## config.mk

```make
export PLATFORM = sky130hd
export DESIGN_NAME = button_event_scheduler
export DESIGN_NICKNAME = d
export VERILOG_FILES = /design/src/rtl/button_event_scheduler.sv
export SDC_FILE = /design/constraint.sdc
export NUM_CORES = 1
export LEC_CHECK = 0
export CAP_MARGIN = 20
export CORE_UTILIZATION = 50
export CTS_CLUSTER_DIAMETER = 80
export DETAILED_ROUTE_END_ITERATION = 8
export GPL_TIMING_DRIVEN = 0
export PLACE_DENSITY_LB_ADDON = 0.25
export SYNTH_ARGS = -nofsm -noshare
export SYNTH_HDL_FRONTEND = slang
export SYNTH_SLANG_ARGS = --single-unit
```

## constraint.sdc

```tcl
create_clock -name clock_in -period 6.7 [get_ports clock_in]
set_input_delay 1.34 -clock clock_in [delete_from_list [all_inputs] [get_ports clock_in]]
set_output_delay 1.34 -clock clock_in [all_outputs]
set_load 0.005 [all_outputs]
```

## src/rtl/button_event_scheduler.sv

```systemverilog
// Turns debounced button levels into press / release / long-press events and
// serialises them round-robin onto a single valid/ready event port.
module button_event_scheduler #(
    parameter int NUM_BTN    = 4,
    parameter int ID_W       = 2,
    parameter int TICK_DIV   = 12000,
    parameter int HOLD_TICKS = 500,
    parameter int HOLD_W     = 10
) (
    input  logic                clock_in,
    input  logic                reset,
    input  logic [NUM_BTN-1:0]  btn_in,
    input  logic                evt_ready,
    input  logic                clear_overrun,
    output logic                evt_valid,
    output logic [ID_W-1:0]     evt_id,
    output logic [1:0]          evt_code,
    output logic [NUM_BTN-1:0]  btn_state,
    output logic [NUM_BTN-1:0]  overrun
);

    localparam int TICK_W = (TICK_DIV > 2) ? $clog2(TICK_DIV) : 1;
    localparam logic [TICK_W-1:0] TICK_LAST = TICK_W'(TICK_DIV - 1);
    localparam logic [HOLD_W-1:0] HOLD_LAST = HOLD_W'(HOLD_TICKS - 1);

    localparam logic [1:0] T_PRESS = 2'd0;
    localparam logic [1:0] T_LONG  = 2'd1;
    localparam logic [1:0] T_REL   = 2'd2;

    function automatic logic [1:0] next_type(input logic [1:0] t);
        return (t == T_REL) ? T_PRESS : t + 2'd1;
    endfunction

    function automatic logic [1:0] code_of(input logic [1:0] t);
        case (t)
            T_PRESS: code_of = 2'b01;
            T_LONG:  code_of = 2'b11;
            default: code_of = 2'b10;
        endcase
    endfunction

    logic [NUM_BTN-1:0]       sync1;
    logic [NUM_BTN-1:0]       prev;
    logic [TICK_W-1:0]        tick_cnt;
    logic                     tick;
    logic [HOLD_W-1:0]        hold_cnt [NUM_BTN];
    logic [NUM_BTN-1:0]       fired;
    logic [NUM_BTN-1:0]       press_b;
    logic [NUM_BTN-1:0]       rel_b;
    logic [NUM_BTN-1:0]       long_b;
    logic [NUM_BTN-1:0][2:0]  new_evt;
    logic [NUM_BTN-1:0][2:0]  pend;
    logic [NUM_BTN-1:0][2:0]  clr;
    logic [NUM_BTN-1:0]       ovr_set;
    logic [1:0]               last_type [NUM_BTN];
    logic [ID_W-1:0]          last_grant;
    logic                     load_en;
    logic                     found;
    int                       sel;
    logic [1:0]               sel_type;

    always_ff @(posedge clock_in or posedge reset) begin
        if (reset) begin
            sync1     <= '0;
            btn_state <= '0;
            prev      <= '0;
            tick_cnt  <= '0;
        end else begin
            sync1     <= btn_in;
            btn_state <= sync1;
            prev      <= btn_state;
            tick_cnt  <= (tick_cnt == TICK_LAST) ? '0 : tick_cnt + TICK_W'(1);
        end
    end

    assign tick = (tick_cnt == TICK_LAST);

    always_comb begin
        press_b = btn_state & ~prev;
        rel_b   = ~btn_state & prev;
        long_b  = '0;
        new_evt = '0;
        for (int b = 0; b < NUM_BTN; b++) begin
            long_b[b]  = btn_state[b] & ~press_b[b] & ~fired[b] & tick &
                         (hold_cnt[b] == HOLD_LAST);
            new_evt[b] = {rel_b[b], long_b[b], press_b[b]};
        end
    end

    // Hold counter stops once the long-press fires; re-armed only by release or a new press.
    always_ff @(posedge clock_in or posedge reset) begin
        if (reset) begin
            fired <= '0;
            for (int b = 0; b < NUM_BTN; b++) hold_cnt[b] <= '0;
        end else begin
            for (int b = 0; b < NUM_BTN; b++) begin
                if (press_b[b] || !btn_state[b]) begin
                    hold_cnt[b] <= '0;
                    fired[b]    <= 1'b0;
                end else if (tick && !fired[b]) begin
                    hold_cnt[b] <= hold_cnt[b] + HOLD_W'(1);
                    if (hold_cnt[b] == HOLD_LAST) fired[b] <= 1'b1;
                end
            end
        end
    end

    assign load_en = ~evt_valid | evt_ready;

    // Events of one button cycle press -> long -> release, so the oldest pending
    // event is the first set bit after the last one emitted for that button.
    always_comb begin
        int idx;
        logic [1:0] t0, t1, t2;
        found    = 1'b0;
        sel      = 0;
        sel_type = T_PRESS;
        idx      = 0;
        for (int i = 1; i <= NUM_BTN; i++) begin
            idx = int'(last_grant) + i;
            if (idx >= NUM_BTN) idx = idx - NUM_BTN;
            if (!found && (|pend[idx])) begin
                found = 1'b1;
                sel   = idx;
            end
        end
        t0 = next_type(last_type[sel]);
        t1 = next_type(t0);
        t2 = next_type(t1);
        if (pend[sel][t0])      sel_type = t0;
        else if (pend[sel][t1]) sel_type = t1;
        else                    sel_type = t2;
        clr = '0;
        if (load_en && found) clr[sel][sel_type] = 1'b1;
        for (int b = 0; b < NUM_BTN; b++)
            ovr_set[b] = |(new_evt[b] & pend[b] & ~clr[b]);
    end

    always_ff @(posedge clock_in or posedge reset) begin
        if (reset) begin
            pend    <= '0;
            overrun <= '0;
        end else begin
            pend    <= (pend & ~clr) | new_evt;
            overrun <= (clear_overrun ? '0 : overrun) | ovr_set;
        end
    end

    always_ff @(posedge clock_in or posedge reset) begin
        if (reset) begin
            evt_valid  <= 1'b0;
            evt_id     <= '0;
            evt_code   <= '0;
            last_grant <= ID_W'(NUM_BTN - 1);
            for (int b = 0; b < NUM_BTN; b++) last_type[b] <= T_REL;
        end else if (load_en) begin
            if (found) begin
                evt_valid      <= 1'b1;
                evt_id         <= ID_W'(sel);
                evt_code       <= code_of(sel_type);
                last_grant     <= ID_W'(sel);
                last_type[sel] <= sel_type;
            end else begin
                evt_valid <= 1'b0;
            end
        end
    end

endmodule

```

==> results.yml <==
run_status:
  status: "completed"
route:
  drc: 0
  wl_met3_um: 401
  met1_length_um: 4960
  ant_nets: 0
  top_layer_used: "met4"
  dr_wl_met2_um: 4790
  avgViaCountPerCell: 5.61
  wl_per_cell_um: 15.2
  vias: 3812
  drt_iter0_markers: 230
  dr.pass1.iters: 4
  totalWireLength_um: 10300
synthesis:
  ys_ff_latch: 101
  synthCells: 509
  yosysMostFrequentCell: "dfrtp_1"
  synth.distinct_cells: 60
  syn_avg_cell_area_um2: 9.97
  synth_edf_count: 0
  synth.area.top_cells: "dfrtp_1 (47%), xor2_1 (4.3%), nand2_1 (4.1%)"
  ys_seq_area_share_pct: 49.9
  ys_top_cells_by_count: "dfrtp_1 (95), nand2_1 (56), nor2_1 (55), xor2_1 (25), nand3_1 (21)"
  synth_top_area_share_pct: 46.8
  synthFlopType: "dfrtp_1"
  synth_warnings: 0
  syn_area_um2: 5080
  async_flop_share_pct: 100
  yosysTopAreaCell: "dfrtp_1"
  synth_fp_nets: 527
global_route:
  grt_usage_pct: 21.4
  grt-ovfl-total: 0
  antenna_found_initial: 0
  grt_max_degree: 71
  grt_pass1_vias: 3624
  grt_pass1_wl_um: 17400
cells_and_area:
  layout-drive-gt1-share_pct: 8.61
  nNetsFinal: 559
  num_antenna_cells: 0
  stdcell_area_um2: 5690
  area_growth_pct: 12.1
pwr:
  irDropWorstVdd_mv: 0.154
  power.density_nw_per_um2: 311
  power_leakage_nw: 2.39
  finalPower_w: 0.00177
clock_tree:
  cts_setup_buffers: 0
  cts_tree: "built"
  ctsResizeCount: 0
  h-tree-depth: 3
  cts_buffer_depth: 2
  ctsRootBufferMaster: "clkbuf_8"
  holdBufCountCts: 0
  cts_sinks: 101
  numCtsBuffers: 9
  clkSlewWorstSetupHoldPaths_ps: 100
  clock_latency_ps: 370
die:
  start_util_pct: 51.7
  die_y_um: 103
  die_x_um: 103
  core-area_um2: 9820
  std_cell_rows: 36
  ioPinCount: 21
  dieArea_um2: 10600
setup_path:
  slowest_delay_ps: 610
  path_cells: "buf_2 > inv_1 > ha_1 > a221oi_1 > nand3b_2 > buf_6 > mux2i_1 > a2bb2oi_1 > mux2i_1 > a22oi_2 > buf_6 > o2111ai_1 > nand4_1"
  critical_path.max_fanout: 10
  regToRegSetupSlack_ps: 2880
  cpMaxStageDelayCell: "dfstp_2"
  critPathArrivalTime_ps: 4130
  startpoint: "last_grant[1]$_DFFE_PP1P_"
  endpoint_kind: "flop"
  cp-endpoint: "overrun[2]$_DFF_PP0_"
  r2r_start: "last_grant[1]$_DFFE_PP1P_"
  required_ps: 7010
  crit_type: "reg2reg"
  rr_endpoint: "overrun[2]$_DFF_PP0_"
  cp-start-kind: "flop"
  ff2ff_path_depth: 13
timing:
  finalCritPeriodShare_pct: 57.0
  tightest_slew_ps: 793
  setup_ws_ps: 2880
  slew_headroom_pct: 46.7
  fin_setup_tns_ps: 0
  fin_crit_ps: 3820
  timing.fmax_ghz: 0.262
  drv_slew: 0
  clock_skew_ps: 16.3
  setup_viol: 0
  rsz0062_at_grt: "false"
  finalHoldViolations: 0
place:
  gp_congestion: 0.896
  post-dp-hpwl_um: 7210
  dp_slack_ps: 3020
  portBuffers: 20
  place_area_um2: 5470
job:
  max_cap_violations: 0
hold_path:
  hold_class: "reg2reg"
[critical path, delay by kind of cell, from the launching register on]
kind	cells	cell delay [ps]
multiplexers	2	420
adder cells (fa/ha/maj)	1	370
flip-flops	1	610
buffers and inverters	4	810
AO/OA/AOI/OAI	4	1190
AND/OR/NAND/NOR	2	360
[where the power goes]
part           total (W)  switching [W]  leakage (nW)  internal [W]
clock network   0.000429       0.000207         0.111      0.000221
registers       0.000775      0.0000831          1.28      0.000692
logic           0.000565       0.000323          1.00      0.000242
[per-stage QoR]
| stage | instances | utilization (%) | hold WS (ps) |
|---|---|---|---|
| 6_report | 679 | 58.0 | 358 |
| 5_1_grt | 679 | 58.0 | 369 |
| 4_1_cts | 679 | 58.0 | 360 |
| 3_5_place_dp | 663 | 55.7 | 336 |
| 3_3_place_gp | 662 | 55.4 | 332 |
| 2_1_floorplan | 509 | - | 331 |
[worst min-delay path by stage]
stage	start	slack [ps]	endpoint	depth (start not counted)
after CTS	sync1[2]$_DFF_PP0_	360	btn_state[2]$_DFF_PP0_	0
after detailed placement	sync1[2]$_DFF_PP0_	340	btn_state[2]$_DFF_PP0_	0
final	sync1[2]$_DFF_PP0_	360	btn_state[2]$_DFF_PP0_	0
after global placement	sync1[2]$_DFF_PP0_	330	btn_state[2]$_DFF_PP0_	0
after global routing	sync1[3]$_DFF_PP0_	370	btn_state[3]$_DFF_PP0_	0
after floorplan	sync1[0]$_DFF_PP0_	330	btn_state[0]$_DFF_PP0_	0
[layer usage]
metal | vias to the layer above | track usage (%)
li1 | 1875 | -
met5 | - | 0
met2 | 69 | 33.2
met4 | 0 | 8.13
met1 | 1854 | 30.4
met3 | 14 | 3.39
[final cells by class]
class                   count  area (µm²)
flip-flops and latches    101        2530
repair buffers             21         228
multi-input cells         376        2400
clock buffers              12         145
inverters                  19        73.8
clock inverters             4        73.8
well taps                 133         166
fillers                   897        4130
plain buffers              13        70.1
[cell families after synthesis]
group | Yosys count | synth area share (%)
compound gates | 90 | 11.8
xor+xnor | 39 | 6.73
fa+ha+maj | 10 | 2.46
buf+inv | 32 | 2.79
flops | 101 | 49.9
mux | 22 | 4.86
simple gates | 215 | 21.4
[layout by cell type, fill, tap and decap left out, drive strengths merged, types with 3 or more instances in the layout]
master and n:
a21o 3, a21oi 17, and3 7, buf 9
clkbuf 17, clkdlybuf4s50 20, dfrtp 95, dfstp 6
ha 10, inv 19, mux2 5, mux2i 16
nand2 56, nand2b 9, nand3 21, nand4 15
nand4b 4, nor2 55, nor3 14, nor4 4
o2111ai 8, o211ai 5, o21ai 35, or3 15
or4 3, xnor2 14, xor2 25
[registers in the layout (all words and copies together) (netlist names)]
signal      count
overrun         4
evt_id          2
hold_cnt       40
sync1           4
pend           12
tick_cnt       14
last_grant      2
prev            4
evt_valid       1
fired           4
last_type       8
evt_code        2
btn_state       4
Note: power is estimated with default switching activity, not from simulation.
==> RTL change 1, RTL diff (same settings) <==
Add an input register stage for `btn_in`, without a reset; this delays it by one clock. The other inputs are not delayed to match.
--- a/src/rtl/button_event_scheduler.sv
+++ b/src/rtl/button_event_scheduler.sv
@@ -26,6 +26,12 @@
     localparam logic [1:0] T_PRESS = 2'd0;
     localparam logic [1:0] T_LONG  = 2'd1;
     localparam logic [1:0] T_REL   = 2'd2;
+
+    logic [NUM_BTN-1:0] btn_q;
+
+    always_ff @(posedge clock_in) begin
+        btn_q <= btn_in;
+    end
 
     function automatic logic [1:0] next_type(input logic [1:0] t);
         return (t == T_REL) ? T_PRESS : t + 2'd1;
@@ -66,7 +72,7 @@
             prev      <= '0;
             tick_cnt  <= '0;
         end else begin
-            sync1     <= btn_in;
+            sync1     <= btn_q;
             btn_state <= sync1;
             prev      <= btn_state;
             tick_cnt  <= (tick_cnt == TICK_LAST) ? '0 : tick_cnt + TICK_W'(1);
Function: changed (a bounded check fails within 4 cycles, from zero or initial values and one cycle with reset high).
==> RTL change 1 against the unedited design <==
Power up 9.5%; highest routed layer unchanged; critical path depth down 1; setup slack got worse by 0.30 ns; synthesized cell count up 9.0%; clock skew fell by 0.00084 ns; area after synthesis increased by 7.9%; sequential cell count grew 4; wire length up 11%; via count is 12% higher; final area increased by 7.0%; critical endpoint is now overrun[3].
==> RTL change 1: results <==
# TYPE chip_impl_metric gauge
chip_impl_metric{name="grt_start_max_net_pins",unit=""} 57
chip_impl_metric{name="cellInternalPower",unit="mW"} 1.20
chip_impl_metric{name="first_pass_iteration_count_of_the_detailed_router",unit=""} 5
chip_impl_metric{name="critical_path_arrival",unit="ns"} 4.35
chip_impl_metric{name="crit_path_max_fanout",unit=""} 10
chip_impl_metric{name="muxShareOfSynthArea",unit="%"} 2.28
chip_impl_metric{name="synth_xor_area_share",unit="%"} 6.72
chip_impl_metric{name="routedWlPerCell",unit="um"} 15.7
chip_impl_metric{name="grt_pass1_vias",unit=""} 4112
chip_impl_metric{name="worst_skew",unit="ns"} 0.0155
chip_impl_metric{name="detailedPlacementHpwl",unit="um"} 8310
chip_impl_metric{name="dpl_cell_area",unit="mm^2"} 0.00588
chip_impl_metric{name="detailedRoute.firstIterationViolations",unit=""} 280
chip_impl_info{name="synth.top_cells.by_count",value="95 x sky130_fd_sc_hd__dfrtp_1, 61 x sky130_fd_sc_hd__nor2_1, 42 x sky130_fd_sc_hd__nand2_1"} 1
chip_impl_metric{name="synth-adder-area-share",unit="%"} 2.28
chip_impl_metric{name="gp_congestion",unit=""} 0.969
chip_impl_metric{name="async_reset_ff_share",unit="%"} 96.2
chip_impl_info{name="run_status",value="complete, no violations"} 1
chip_impl_metric{name="grt_pass1_wl",unit="um"} 19700
chip_impl_metric{name="layout-drive-gt1-share",unit="%"} 9.95
chip_impl_info{name="cells_taking_the_most_area_after_synthesis",value="sky130_fd_sc_hd__dfrtp_1 43%, sky130_fd_sc_hd__nor2_1 4.2%, sky130_fd_sc_hd__xor2_1 4.2%, sky130_fd_sc_hd__nand3_1 3.3%, sky130_fd_sc_hd__dfstp_2 2.9%"} 1
chip_impl_info{name="setup.worst_path.end",value="overrun[3]"} 1
chip_impl_info{name="timing.hold.worst.class",value="register to register"} 1
chip_impl_metric{name="grt_util_all_layers",unit="%"} 22.0
chip_impl_info{name="setup.worst_path.start",value="last_grant[0]"} 1
chip_impl_metric{name="reg2reg_setup_slack",unit="ns"} 2.58
chip_impl_metric{name="synthesis.nets",unit=""} 573
chip_impl_metric{name="worst-r2r-cell-count",unit=""} 12
chip_impl_metric{name="synth_area_in_compound_gates",unit="%"} 14.0
chip_impl_metric{name="max-vdd-ir-drop",unit="uV"} 183
chip_impl_metric{name="worst_pin_slew",unit="ns"} 1.11
chip_impl_metric{name="power.static_leakage",unit="nW"} 2.49
chip_impl_metric{name="fin_nets",unit=""} 606
chip_impl_metric{name="synth.yosys.seq_area_share",unit="%"} 47.7
==> RTL change 1: through the flow <==
| step | power [mW] | instances | setup slack, ns | hold slack, ns | utilization (%) |
|---|---|---|---|---|---|
| final | 1.94 | 729 | 2.58 | 0.331 | 58.2 |
| after global routing | 2.05 | 729 | 2.33 | 0.345 | 58.2 |
| after CTS | 1.94 | 728 | 2.65 | 0.334 | 58.1 |
| after detailed placement | 1.53 | 712 | 2.69 | 0.320 | 56.2 |
| after global placement | 1.52 | 711 | 1.29 | 0.317 | 55.9 |
| after floorplan | 1.32 | 555 | 2.72 | 0.316 | - |
==> RTL change 1: worst min path at each step <==
| stage | startpoint | end | slack [ns] | cells past startpoint |
|---|---|---|---|---|
| finish | btn_q[2] | sync1[2] | 0.33 | 0 |
| CTS | btn_q[2] | sync1[2] | 0.33 | 0 |
| detailed placement | btn_q[2] | sync1[2] | 0.32 | 0 |
| global route | btn_q[2] | sync1[2] | 0.35 | 0 |
| floorplan | btn_q[0] | sync1[0] | 0.32 | 0 |
| global placement | btn_q[2] | sync1[2] | 0.32 | 0 |
==> RTL change 1: cell type report <==
type,instances,area (um^2)
inverter,18,70.1
sequential,105,2620
multi-input combinational,415,2680
tap,136,170
fill,920,4370
buffer,17,114
clock buffer,11,141
clock inverter,5,62.6
timing repair buffer,22,235
==> RTL change 1: cells by family (layout without fill, tap and decap cells) <==
logic type | count (synthesis) | in the layout
mux | 10 | 10
simple gates | 246 | 246
fa+ha+maj | 10 | 10
compound gates | 107 | 107
buf+inv | 35 | 73
xor+xnor | 42 | 42
flops | 105 | 105
==> RTL change 1: worst max-delay path, cell delays in order (launching register included) <==
cell	delay, ns
sky130_fd_sc_hd__dfstp_2	0.60
sky130_fd_sc_hd__buf_2	0.23
sky130_fd_sc_hd__inv_1	0.14
sky130_fd_sc_hd__ha_1	0.31
sky130_fd_sc_hd__buf_2	0.24
sky130_fd_sc_hd__mux2i_1	0.12
sky130_fd_sc_hd__or3_1	0.41
sky130_fd_sc_hd__and2_4	0.19
sky130_fd_sc_hd__o32ai_4	0.50
sky130_fd_sc_hd__a21boi_1	0.50
sky130_fd_sc_hd__o211ai_1	0.20
sky130_fd_sc_hd__a31oi_1	0.18
sky130_fd_sc_hd__or3b_1	0.36
==> RTL change 1: layer usage <==
layer / share of wire [%] / track usage, %
met1: 46 / 30.2
met2: 48 / 35.4
met3: 5.3 / 4.44
met4: 1.2 / 6.07
met5: 0 / 0
==> RTL change 1: power groups by stage <==
stage	Combinational (mW)	Clock (mW)	Sequential, mW
finish	0.746	0.399	0.791
global route	0.810	0.435	0.801
CTS	0.732	0.414	0.791
detailed placement	0.728	0	0.803
global placement	0.719	0	0.802
floorplan	0.539	0	0.780
==> RTL change 2, RTL diff (same flow settings) <==
Made on the original files. Set the parameter `HOLD_TICKS` to 250 (it was 500).
--- a/src/rtl/button_event_scheduler.sv
+++ b/src/rtl/button_event_scheduler.sv
@@ -4,7 +4,7 @@
     parameter int NUM_BTN    = 4,
     parameter int ID_W       = 2,
     parameter int TICK_DIV   = 12000,
-    parameter int HOLD_TICKS = 500,
+    parameter int HOLD_TICKS = 250,
     parameter int HOLD_W     = 10
 ) (
     input  logic                clock_in,
Behaviour: no difference found for any inputs over 4 cycles, from zero or initial values and one cycle with reset high; that may be too few to reach the edited logic, so the function may still have changed.
==> RTL change 2 against the unedited design <==
Sequential cell count stayed put; utilization is 0.45 points higher; worst hold slack worse by 0.0033 ns; critical path type unchanged; non-clock buffer count is 3 lower; power is 5.9% higher; count of clock-buffer cells in the layout is 2 lower; setup slack worse by 0.49 ns; area after synthesis is 0.99% higher; cell count is 1.9% higher; final area is 1.2% higher; wire length is 3.1% lower.
==> RTL change 2: results <==
# TYPE chip_impl_metric gauge
chip_impl_info{name="run_status",value="complete, no violations"} 1
chip_impl_metric{name="viasPerCell",unit=""} 5.59
chip_impl_metric{name="worst_skew_pair.late_latency",unit="ns"} 0.37
chip_impl_metric{name="switching_power_as_a_share_of_total_power",unit="%"} 35.0
chip_impl_metric{name="synth.yosys.seq_area_share",unit="%"} 49.5
chip_impl_metric{name="routedWlPerCell",unit="um"} 14.4
chip_impl_metric{name="pre_cts_slack",unit="ns"} 2.45
chip_impl_metric{name="pwr.group.combinational",unit="mW"} 0.641
chip_impl_metric{name="grt_pass1_vias",unit=""} 3724
chip_impl_metric{name="grt_util_all_layers",unit="%"} 21.2
chip_impl_metric{name="detailedPlacementHpwl",unit="um"} 7270
chip_impl_metric{name="synthesis.nets",unit=""} 544
chip_impl_info{name="setup.worst_path.end",value="overrun[0]"} 1
chip_impl_info{name="setup.worst_path.start",value="last_grant[0]"} 1
chip_impl_info{name="synth.top_cells.by_count",value="95 x sky130_fd_sc_hd__dfrtp_1, 57 x sky130_fd_sc_hd__nor2_1, 55 x sky130_fd_sc_hd__nand2_1"} 1
chip_impl_metric{name="first_pass_iteration_count_of_the_detailed_router",unit=""} 5
chip_impl_metric{name="yosys.cell_types.count",unit=""} 54
chip_impl_metric{name="worst_skew",unit="ns"} 0.00618
chip_impl_metric{name="detailedRoute.firstIterationViolations",unit=""} 184
chip_impl_metric{name="cellInternalPower",unit="mW"} 1.22
chip_impl_metric{name="layout-drive-gt1-share",unit="%"} 7.69
chip_impl_metric{name="grt_pass1_wl",unit="um"} 17300
chip_impl_metric{name="muxShareOfSynthArea",unit="%"} 4.30
chip_impl_info{name="cells_taking_the_most_area_after_synthesis",value="sky130_fd_sc_hd__dfrtp_1 46%, sky130_fd_sc_hd__nor2_1 4.2%, sky130_fd_sc_hd__xor2_1 4.1%, sky130_fd_sc_hd__nand2_1 4.0%, sky130_fd_sc_hd__ha_1 3.4%"} 1
chip_impl_metric{name="critical_path_arrival",unit="ns"} 4.56
chip_impl_metric{name="sequentialPowerShare",unit="%"} 41.5
chip_impl_metric{name="synth-adder-area-share",unit="%"} 3.42
chip_impl_metric{name="fmax",unit="MHz"} 232
chip_impl_metric{name="max-vdd-ir-drop",unit="uV"} 148
chip_impl_info{name="whs_endpoint",value="btn_state[3]"} 1
chip_impl_metric{name="worst_pin_slew",unit="ns"} 1.01
chip_impl_metric{name="synth_area_in_compound_gates",unit="%"} 11.5
chip_impl_metric{name="finalSetupViolations",unit=""} 0
chip_impl_metric{name="synth_xor_area_share",unit="%"} 5.98
chip_impl_info{name="timing.hold.worst.start",value="sync1[3]"} 1
chip_impl_metric{name="fin_nets",unit=""} 576
chip_impl_metric{name="gp_congestion",unit=""} 0.818
## RTL change 2: cell count changes after synthesis, moves of 4 or more
cell / delta
sky130_fd_sc_hd__nor3_1: +8
sky130_fd_sc_hd__o21ai_0: +15
sky130_fd_sc_hd__nor2b_1: +5
sky130_fd_sc_hd__nand3_1: +8
sky130_fd_sc_hd__nand4b_1: -4
sky130_fd_sc_hd__ha_1: +4
sky130_fd_sc_hd__o21ai_1: -19
sky130_fd_sc_hd__o22ai_1: +4
sky130_fd_sc_hd__o2111ai_1: -8
sky130_fd_sc_hd__a211oi_1: +4
sky130_fd_sc_hd__buf_2: -5
## RTL change 2: metal layers
layer | up-vias | track usage, % | share of wire [%]
li1 | 1894 | - | -
met3 | 23 | 4.44 | 3.6
met5 | - | 0 | 0
met4 | 0 | 8.88 | 2.0
met1 | 1880 | 28.8 | 47
met2 | 68 | 33.2 | 48
## RTL change 2: layout make-up
class / instances / area (um^2)
well taps: 133 / 166
inverters: 18 / 70.1
repair buffers: 21 / 228
clock buffers: 10 / 128
plain buffers: 10 / 52.6
flip-flops and latches: 101 / 2530
multi-input cells: 393 / 2470
fillers: 821 / 4100
clock inverters: 6 / 111
## RTL change 2: cell families after synthesis
family,Yosys count
AND/OR/NAND/NOR,238
AO/OA/AOI/OAI,86
buffers and inverters,28
XOR/XNOR,35
multiplexers,20
flip-flops,101
adder cells (fa/ha/maj),14
## RTL change 2: metrics by stage
stage	std cells	area (um^2)	util (%)	hold slack (ns)
after floorplan	522	5130	-	0.331
after global placement	675	5490	55.7	0.332
after detailed placement	676	5520	56.0	0.336
after CTS	692	5760	58.4	0.359
after global routing	692	5760	58.4	0.373
final	692	5760	58.4	0.354
